$ cat config.mk
export PLATFORM = sky130hd
export DESIGN_NAME = rdi_clk_gate_ctrl
export DESIGN_NICKNAME = d
export VERILOG_FILES = /design/src/rtl/rdi_clk_gate_ctrl.sv
export SDC_FILE = /design/constraint.sdc
export NUM_CORES = 1
export LEC_CHECK = 0
export CORE_MARGIN = 2
export CORE_UTILIZATION = 40
export CTS_CLUSTER_DIAMETER = 80
export DETAILED_ROUTE_END_ITERATION = 6
export PLACE_DENSITY_LB_ADDON = 0.15
export SLEW_MARGIN = 20
export SYNTH_ARGS = -nofsm -noshare
export SYNTH_HDL_FRONTEND = slang
export SYNTH_SLANG_ARGS = --single-unit
$ cat constraint.sdc
create_clock -name i_clk -period 1.7 [get_ports i_clk]
set_input_delay 0.255 -clock i_clk [delete_from_list [all_inputs] [get_ports i_clk]]
set_output_delay 0.255 -clock i_clk [all_outputs]
set_load 0.01 [all_outputs]
$ cat src/rtl/rdi_clk_gate_ctrl.sv
// RDI mainband clock-gate controller.
// Arbitrates NUM_SRC level wake requests, keeps the mainband clock ungated while
// any requester needs it, and gates it again after a programmable idle hold once
// the link settles into a low-power / reset status. Each requester gets its own
// four-phase wake acknowledge; a wake the LTSM does not complete in WAKE_TMO
// cycles raises a sticky timeout flag.
//
// state     | meaning
// ----------+----------------------------------------------------------------
// GATED     | mainband clock gated, waiting for any wake request
// WAKING    | clock ungated, waiting for the LTSM to confirm wake-up
// ACTIVE    | clock running, acks granted, watching for a gating event
// IDLE_HOLD | gating event seen, counting down the idle hold; a wake aborts

module rdi_clk_gate_ctrl #(
  parameter int NUM_SRC  = 3,
  parameter int IDLE_W   = 8,
  parameter int WAKE_TMO = 1024
) (
  input  logic               i_clk,
  input  logic               i_rst_n,
  input  logic [NUM_SRC-1:0] i_wake_req,
  input  logic [3:0]         i_lp_state_req,
  input  logic [4:0]         i_pl_state_sts,
  input  logic               i_pl_inband_pres,
  input  logic               i_ltsm_in_reset,
  input  logic               i_ltsm_is_waked_up,
  input  logic [IDLE_W-1:0]  i_idle_hold,
  output logic               o_clk_gate_en,
  output logic [NUM_SRC-1:0] o_wake_ack,
  output logic               o_wake_timeout,
  output logic [1:0]         o_state
);

  localparam int TCNT_W = $clog2(WAKE_TMO + 1);
  localparam logic [TCNT_W-1:0] TMO_MAX = TCNT_W'(WAKE_TMO);

  localparam logic [1:0] ST_GATED     = 2'd0;
  localparam logic [1:0] ST_WAKING    = 2'd1;
  localparam logic [1:0] ST_ACTIVE    = 2'd2;
  localparam logic [1:0] ST_IDLE_HOLD = 2'd3;

  localparam logic [4:0] STS_L1        = 5'b00100;
  localparam logic [4:0] STS_L2        = 5'b01000;
  localparam logic [4:0] STS_LINKRESET = 5'b01001;
  localparam logic [4:0] STS_DISABLED  = 5'b01100;

  logic [1:0]         state_q, state_d;
  logic [IDLE_W-1:0]  idle_cnt_q, idle_cnt_d;
  logic [TCNT_W-1:0]  tmo_cnt_q, tmo_cnt_d;
  logic               tmo_q, tmo_d;
  logic               armed_q, armed_d;
  logic               pres_q;
  logic [4:0]         sts_q;
  logic               gate_evt_q;
  logic               clk_gate_en_q;
  logic [NUM_SRC-1:0] wake_ack_q;

  logic any_wake;
  logic reset_cond;
  logic sts_event;
  logic sts_is_lp;

  // Gating-event qualification: armed by inband presence loss, cleared by any wake
  always_comb begin
    any_wake   = |i_wake_req;
    armed_d    = armed_q;
    if (any_wake) begin
      armed_d = 1'b0;
    end else if (pres_q && !i_pl_inband_pres) begin
      armed_d = 1'b1;
    end
    reset_cond = armed_q && (i_pl_state_sts == 5'b00000) && i_ltsm_in_reset &&
                 (i_lp_state_req == 4'b0000);
    sts_is_lp  = (i_pl_state_sts == STS_L1) || (i_pl_state_sts == STS_L2) ||
                 (i_pl_state_sts == STS_LINKRESET) || (i_pl_state_sts == STS_DISABLED);
    sts_event  = (i_pl_state_sts != sts_q) && sts_is_lp;
  end

  // Next-state, idle-hold countdown and wake-timeout tracking
  always_comb begin
    state_d    = state_q;
    idle_cnt_d = idle_cnt_q;
    tmo_cnt_d  = tmo_cnt_q;
    tmo_d      = tmo_q;
    case (state_q)
      ST_GATED: begin
        if (any_wake) begin
          state_d   = ST_WAKING;
          tmo_cnt_d = '0;
        end
      end
      ST_WAKING: begin
        if (i_ltsm_is_waked_up) begin
          state_d = ST_ACTIVE;
          tmo_d   = 1'b0;
        end else begin
          // No fallback to GATED: the clock stays up and software sees the flag.
          if (tmo_cnt_q != TMO_MAX) begin
            tmo_cnt_d = tmo_cnt_q + 1'b1;
          end
          if (tmo_cnt_d == TMO_MAX) begin
            tmo_d = 1'b1;
          end
        end
      end
      ST_ACTIVE: begin
        // A gating event coinciding with a wake is dropped, not deferred.
        if (gate_evt_q && !any_wake) begin
          state_d    = ST_IDLE_HOLD;
          idle_cnt_d = i_idle_hold;
        end
      end
      ST_IDLE_HOLD: begin
        if (any_wake) begin
          state_d = ST_ACTIVE;
          tmo_d   = 1'b0;
        end else if (idle_cnt_q == '0) begin
          state_d = ST_GATED;
        end else begin
          idle_cnt_d = idle_cnt_q - 1'b1;
        end
      end
      default: begin
        state_d = ST_GATED;
      end
    endcase
  end

  // State, counters, edge-detect history and registered outputs
  always_ff @(posedge i_clk or negedge i_rst_n) begin
    if (!i_rst_n) begin
      state_q       <= ST_GATED;
      idle_cnt_q    <= '0;
      tmo_cnt_q     <= '0;
      tmo_q         <= 1'b0;
      armed_q       <= 1'b0;
      pres_q        <= 1'b0;
      sts_q         <= 5'b00000;
      gate_evt_q    <= 1'b0;
      clk_gate_en_q <= 1'b0;
      wake_ack_q    <= '0;
    end else begin
      state_q       <= state_d;
      idle_cnt_q    <= idle_cnt_d;
      tmo_cnt_q     <= tmo_cnt_d;
      tmo_q         <= tmo_d;
      armed_q       <= armed_d;
      pres_q        <= i_pl_inband_pres;
      sts_q         <= i_pl_state_sts;
      gate_evt_q    <= reset_cond || sts_event;
      clk_gate_en_q <= (state_q != ST_GATED);
      wake_ack_q    <= i_wake_req & {NUM_SRC{i_ltsm_is_waked_up &&
                       ((state_q == ST_ACTIVE) || (state_q == ST_IDLE_HOLD))}};
    end
  end

  assign o_clk_gate_en  = clk_gate_en_q;
  assign o_wake_ack     = wake_ack_q;
  assign o_wake_timeout = tmo_q;
  assign o_state        = state_q;

endmodule

==> impl_metrics.yaml, run 1 <==
synthesis:
  synth_common_cells: "dfrtp_1, o21ai_0, nor2_1"
  synth_edf_count: 0
  synthTopCellsByArea: "dfrtp_1, o21ai_0, a21oi_1"
  synth_cell_types: 48
  synth_cells: 205
  ys_ff_latch: 34
  synth_fp_nets: 234
  yosysWarnings: 0
  synth-async-reset-ratio_pct: 100.0
  synth_top_area_share_pct: 45.98
  yosysMostFrequentCell: "dfrtp_1"
  synth_ff_type: "dfrtp_1"
  yosysTopAreaCell: "dfrtp_1"
  syn_area_um2: 1851
  seq_area_frac_synth_pct: 45.98
  avgSynthCellArea_um2: 9.027
floorplanning:
  coreArea_um2: 4414
  start_util_pct: 41.92
  die_y_um: 72.02
  num_rows: 24
  die-area_um2: 5186
  die_w_um: 72.02
  ios: 32
grt:
  antenna_found_initial: 0
  globalRouteOverflowTotal: 0
  grt_max_degree: 35
  grt_pass1_wl_um: 7679
  track_usage_pct: 19.14
  grt_pass1_vias: 1656
timing:
  max_freq_mhz: 533.7
  finalWorstSetupSlack_ns: -0.1738
  finalCriticalPeriod_ns: 1.874
  hold_viol_final: 0
  relSlewSlack_pct: 68.28
  tightest_slew_ns: 0.4743
  finClkSkew_ns: 0.008082
  rsz0062_at_grt: "yes"
  slew_viol_final: 0
  min_period_over_period_pct: 110.2
  setup_viol: 10
detailed_routing:
  firstDrtPassIters: 4
  wire_per_inst_um: 13.49
  initialDrtViolationCount: 149
  via_per_inst: 5.259
  drcViolationCount: 0
  postRouteAntennaNets: 0
  wirelength_um: 4480
  vias: 1746
critical_path:
  crit_path_start_kind: "register"
  path_class: "reg -> reg"
  cp.arrival_ns: 2.04
  endpoint: "idle_cnt_q[3]"
  r2r_setup_slack_ns: -0.17
  ff2ff_path_depth: 6
  worstSetupStartpoint: "idle_cnt_q[5]"
  r2r_end: "idle_cnt_q[3]"
  cp.required_ns: 1.87
  worstReg2RegStart: "idle_cnt_q[5]"
  critPathCaptureType: "register"
  path_max_fanout: 8
cells_and_area:
  fill_cells: 391
  n_antenna_cell: 0
  final_util_pct: 60.77
  area_growth_pct: 44.96
  stdcell_area_um2: 2683
  layout-drive-gt1-share_pct: 24.29
  fin_nets: 308
  final_cells: 332
power:
  power_mw: 2.639
  vdd_drop_max_v: 0.0005742
  p_leak_nw: 1.148
  p_per_area_nw_per_um2: 983.7
cts:
  root_buffer: "clkbuf_8"
  cts_tree: "done"
  path_clk_slew_ns: 0.07
  cts.path.max_buffers: 2
  insertion_delay_ns: 0.29
  cts_sinks: 34
  h-tree-depth: 2
  numCtsBuffers: 5
place:
  placedCellCount: 321
  portBuffers: 31
  placed_area_um2: 2497
  place_congestion: 0.8310
  detailed_place_hpwl_um: 3239
min_path:
  hold_path.class: "in -> async"
flow_run:
  drv_cap: 0
status:
  outcome: "finished with violations"
  violations: "setup timing"
[cell type report]
| cell class | count | area [um^2] | share of cell area [%] |
|---|---|---|---|
| multi-input cells | 155 | 974.7 | 36.33 |
| clock buffers | 5 | 68.82 | 2.565 |
| flip-flops and latches | 34 | 852.1 | 31.76 |
| well taps | 52 | 65.06 | 2.425 |
| clock inverters | 3 | 40.04 | 1.493 |
| repair buffers | 76 | 655.6 | 24.44 |
| inverters | 7 | 26.28 | 0.9795 |
[registers in the layout, summed over array words and instances, names as in the netlist]
register,cells
armed_q,1
o_wake_ack,3
tmo_cnt_q,11
o_clk_gate_en,1
o_state,2
o_wake_timeout,1
idle_cnt_q,8
sts_q,5
pres_q,1
gate_evt_q,1
[layer usage]
layer | GRT usage (%) | vias to the layer above | part of all wire [%]
met5 | 0 | - | 0
met4 | 5.660 | 0 | 1.4
met3 | 5.139 | 6 | 5.9
met2 | 30.66 | 36 | 45
met1 | 25.56 | 815 | 48
li1 | - | 889 | -
[how the worst min path moves through the flow]
stage,slack (ns),cells past startpoint,endpoint,start
CTS,0.38,2,tmo_cnt_q[10],i_rst_n
detailed placement,0.47,2,o_wake_timeout,o_wake_timeout
global placement,0.47,2,armed_q,pres_q
finish,0.36,2,sts_q[3],i_rst_n
floorplan,-0.04,0,armed_q,i_rst_n
global route,0.43,2,sts_q[3],i_rst_n
[metrics by stage]
stage | setup slack (ns) | hold WS (ns) | setup TNS, ns
floorplan | -0.2026 | -0.04059 | -0.4755
global placement | -0.1966 | 0.4679 | -2.165
detailed placement | -0.2714 | 0.4715 | -2.891
CTS | -0.1691 | 0.3841 | -0.6231
global route | -0.2426 | 0.4273 | -2.011
finish | -0.1738 | 0.3621 | -1.173
[what timing repair did]
action / in CTS / in global routing
endpoints found under the setup margin: 10 / 14
setup buffers: 2 / 1
pin swaps: 9 / 6
gates resized for setup: 3 / 9
hold buffers: 0 / 0
[cells in the final DEF, fill, tap and decap left out, drive strengths merged, types with 3 or more instances in the layout]
master | synthesis | final
nor3 | 7 | 7
dfrtp | 34 | 34
nand3 | 6 | 6
nor2 | 21 | 21
a21oi | 16 | 16
o21ai | 26 | 26
clkbuf | 4 | 5
buf | 5 | 45
nor4 | 3 | 3
a31oi | 4 | 4
ha | 4 | 4
inv | 7 | 7
or4 | 3 | 3
and2 | 3 | 3
nand2 | 19 | 19
and3 | 6 | 6
clkdlybuf4s50 | 0 | 31
[where the power goes]
part	total [mW]	internal, mW	switching [mW]
Sequential	1.04	0.941	0.102
Clock	0.741	0.431	0.309
Combinational	0.855	0.462	0.393
Total	2.64	1.83	0.805
[critical path, cell delays in order, from the launching register on]
cell	delay (ns)
dfrtp_1	0.37
or4_4	0.56
nor4b_4	0.31
buf_4	0.15
a211o_4	0.18
a21oi_2	0.05
a2bb2oi_2	0.14
[cell families after synthesis]
group,count (synthesis),share of synthesized area (%)
XOR/XNOR,4,1.894
flip-flops,34,45.98
multiplexers,3,1.690
AO/OA/AOI/OAI,64,20.76
adder cells (fa/ha/maj),4,2.705
buffers and inverters,16,3.989
AND/OR/NAND/NOR,80,22.99
Note: power is estimated with default switching activity, not from simulation.
==> run 2, diff against run 1 <==
- CORE_UTILIZATION: 40 -> 47
- GPL_TIMING_DRIVEN: not set -> 0
==> impl_metrics.yaml, run 2 (same netlist as run 1, synthesis figures left out) <==
timing:
  tightest_slew_ns: 0.5248
  setup_viol: 12
  finalCriticalPeriod_ns: 1.949
  min_period_over_period_pct: 114.6
  max_freq_mhz: 513.1
  relSlewSlack_pct: 64.89
  setup_tns_ns: -1.808
  rsz0062_at_grt: "yes"
  finClkSkew_ns: 0.009939
  hold_viol_final: 0
  finalWorstSetupSlack_ns: -0.2489
  slew_viol_final: 0
floorplanning:
  ios: 32
  start_util_pct: 49.80
  num_rows: 22
  coreArea_um2: 3716
  die_w_um: 66.75
  die-area_um2: 4455
  die_y_um: 66.75
cts:
  cts.path.max_buffers: 2
  h-tree-depth: 2
  path_clk_slew_ns: 0.07
  insertion_delay_ns: 0.29
  cts_tree: "done"
  numCtsBuffers: 5
  root_buffer: "clkbuf_8"
  cts_sinks: 34
min_path:
  hold_path.class: "in -> async"
cells_and_area:
  layout-drive-gt1-share_pct: 25.48
  top_register: "tmo_cnt_q"
  largest_reg_flops: 11
  area_growth_pct: 41.99
  stdcell_area_um2: 2628
  largest_registers: "tmo_cnt_q: 11 flops, idle_cnt_q: 8 flops, sts_q: 5 flops"
  layout_commonest_cell: "clkdlybuf4s50_1"
  layout_common_cells: "clkdlybuf4s50_1, dfrtp_1, nor2_1"
  fin_nets: 291
  n_antenna_cell: 0
critical_path:
  cp_top_family: "simple AND/OR/NAND/NOR gates"
  crit_chain: "buf_6 > inv_4 > ha_4 > nor4bb_4 > nand4b_1 > mux2i_1 > or4_1 > o31ai_2"
  r2r_setup_slack_ns: -0.25
  path_max_fanout: 3
  crit_path_start_kind: "register"
  path_class: "reg -> reg"
  cp.arrival_ns: 2.15
  critPathSlowestCell: "dfrtp_1"
  worstSetupStartpoint: "tmo_cnt_q[1]"
  cp_slowest_stage_delay_ns: 0.42
  cp_num_cells: 8
  ff2ff_path_depth: 8
  worstReg2RegStart: "tmo_cnt_q[1]"
  path_buf_inv: 2
  r2r_end: "o_wake_timeout"
  critPathCaptureType: "register"
  cp.required_ns: 1.90
  endpoint: "o_wake_timeout"
grt:
  globalRouteOverflowTotal: 0
  antenna_found_initial: 0
  grt_max_degree: 25
  track_usage_pct: 21.72
  grt_pass1_vias: 1611
  grt_pass1_wl_um: 7327
flow_run:
  drv_cap: 0
status:
  outcome: "finished with violations"
  violations: "setup timing"
power:
  p_per_area_nw_per_um2: 951.5
  p_leak_nw: 1.073
  power_mw: 2.500
  vdd_drop_max_v: 0.0005649
place:
  detailed_place_hpwl_um: 2942
  place_congestion: 0.8260
  portBuffers: 31
  placed_area_um2: 2247
detailed_routing:
  via_per_inst: 5.563
  wirelength_um: 4558
  vias: 1730
  firstDrtPassIters: 4
  postRouteAntennaNets: 0
  initialDrtViolationCount: 93
  wire_per_inst_um: 14.66
  drcViolationCount: 0
==> run 2: changes by cell type in the layout (fill, tap and decap cells not counted), moves of 2 or more <==
cell,delta
clkbuf_1,+2
clkbuf_2,+2
o21ai_0,-3
buf_2,+4
dfrtp_1,-4
ha_4,+2
buf_4,-28
nor3_1,-2
ha_1,-2
dfrtp_2,+4
o21ai_2,+3
==> run 2: how the worst min path moves through the flow <==
stage / startpoint / endpoint / cells after the start
finish: i_rst_n / sts_q[1] / 2
global route: i_rst_n / sts_q[1] / 2
CTS: i_rst_n / sts_q[1] / 2
detailed placement: i_rst_n / sts_q[1] / 1
global placement: pres_q / armed_q / 2
floorplan: i_rst_n / armed_q / 0
==> run 2: metrics by stage <==
step / utilization (%) / instances / worst slack [ns] / hold slack, ns
floorplan: - / 205 / -0.2026 / -0.04059
global placement: 59.87 / 284 / -0.4090 / 0.4678
detailed placement: 60.47 / 285 / -0.4589 / 0.1536
CTS: 66.57 / 301 / -0.2168 / 0.3784
global route: 70.71 / 311 / -0.3439 / 0.4154
finish: 70.71 / 311 / -0.2489 / 0.3717
==> run 2: timing repair <==
action	4_1_cts	5_1_grt
endpoints found under the hold margin	10	0
setup endpoints to repair	20	20
cloned	0	1
setup buffers	11	10
hold buffers	1	0
pin swaps	13	13
resized for setup	21	23
==> run 2: routing by layer <==
| metal | up-vias | wire length, um | global-route usage [%] |
|---|---|---|---|
| met2 | 32 | 2171 | 35.00 |
| met1 | 830 | 2158 | 28.43 |
| li1 | 861 | - | - |
| met3 | 7 | 176 | 5.236 |
| met5 | - | 0 | 0 |
| met4 | 0 | 52 | 7.653 |
==> run 2: final cells by class <==
cell class | instances | area (um^2)
buffer | 7 | 36.28
clock inverter | 2 | 13.76
timing repair buffer | 51 | 489.2
tap | 48 | 60.06
clock buffer | 6 | 72.57
fill | 283 | 1089
multi-input combinational | 156 | 1070
inverter | 7 | 28.78
sequential | 34 | 857.1
==> run 2: power breakdown <==
group	switching, mW	internal (mW)
logic	0.424	0.430
clock network	0.295	0.289
registers	0.116	0.947
==> run 3, diff against run 2 <==
- CTS_CLUSTER_DIAMETER: 80 -> 150
- HOLD_SLACK_MARGIN: not set -> 0.02
==> results of run 3 <==
Same layout as run 2: the final DEF is identical, and so are final timing and power.
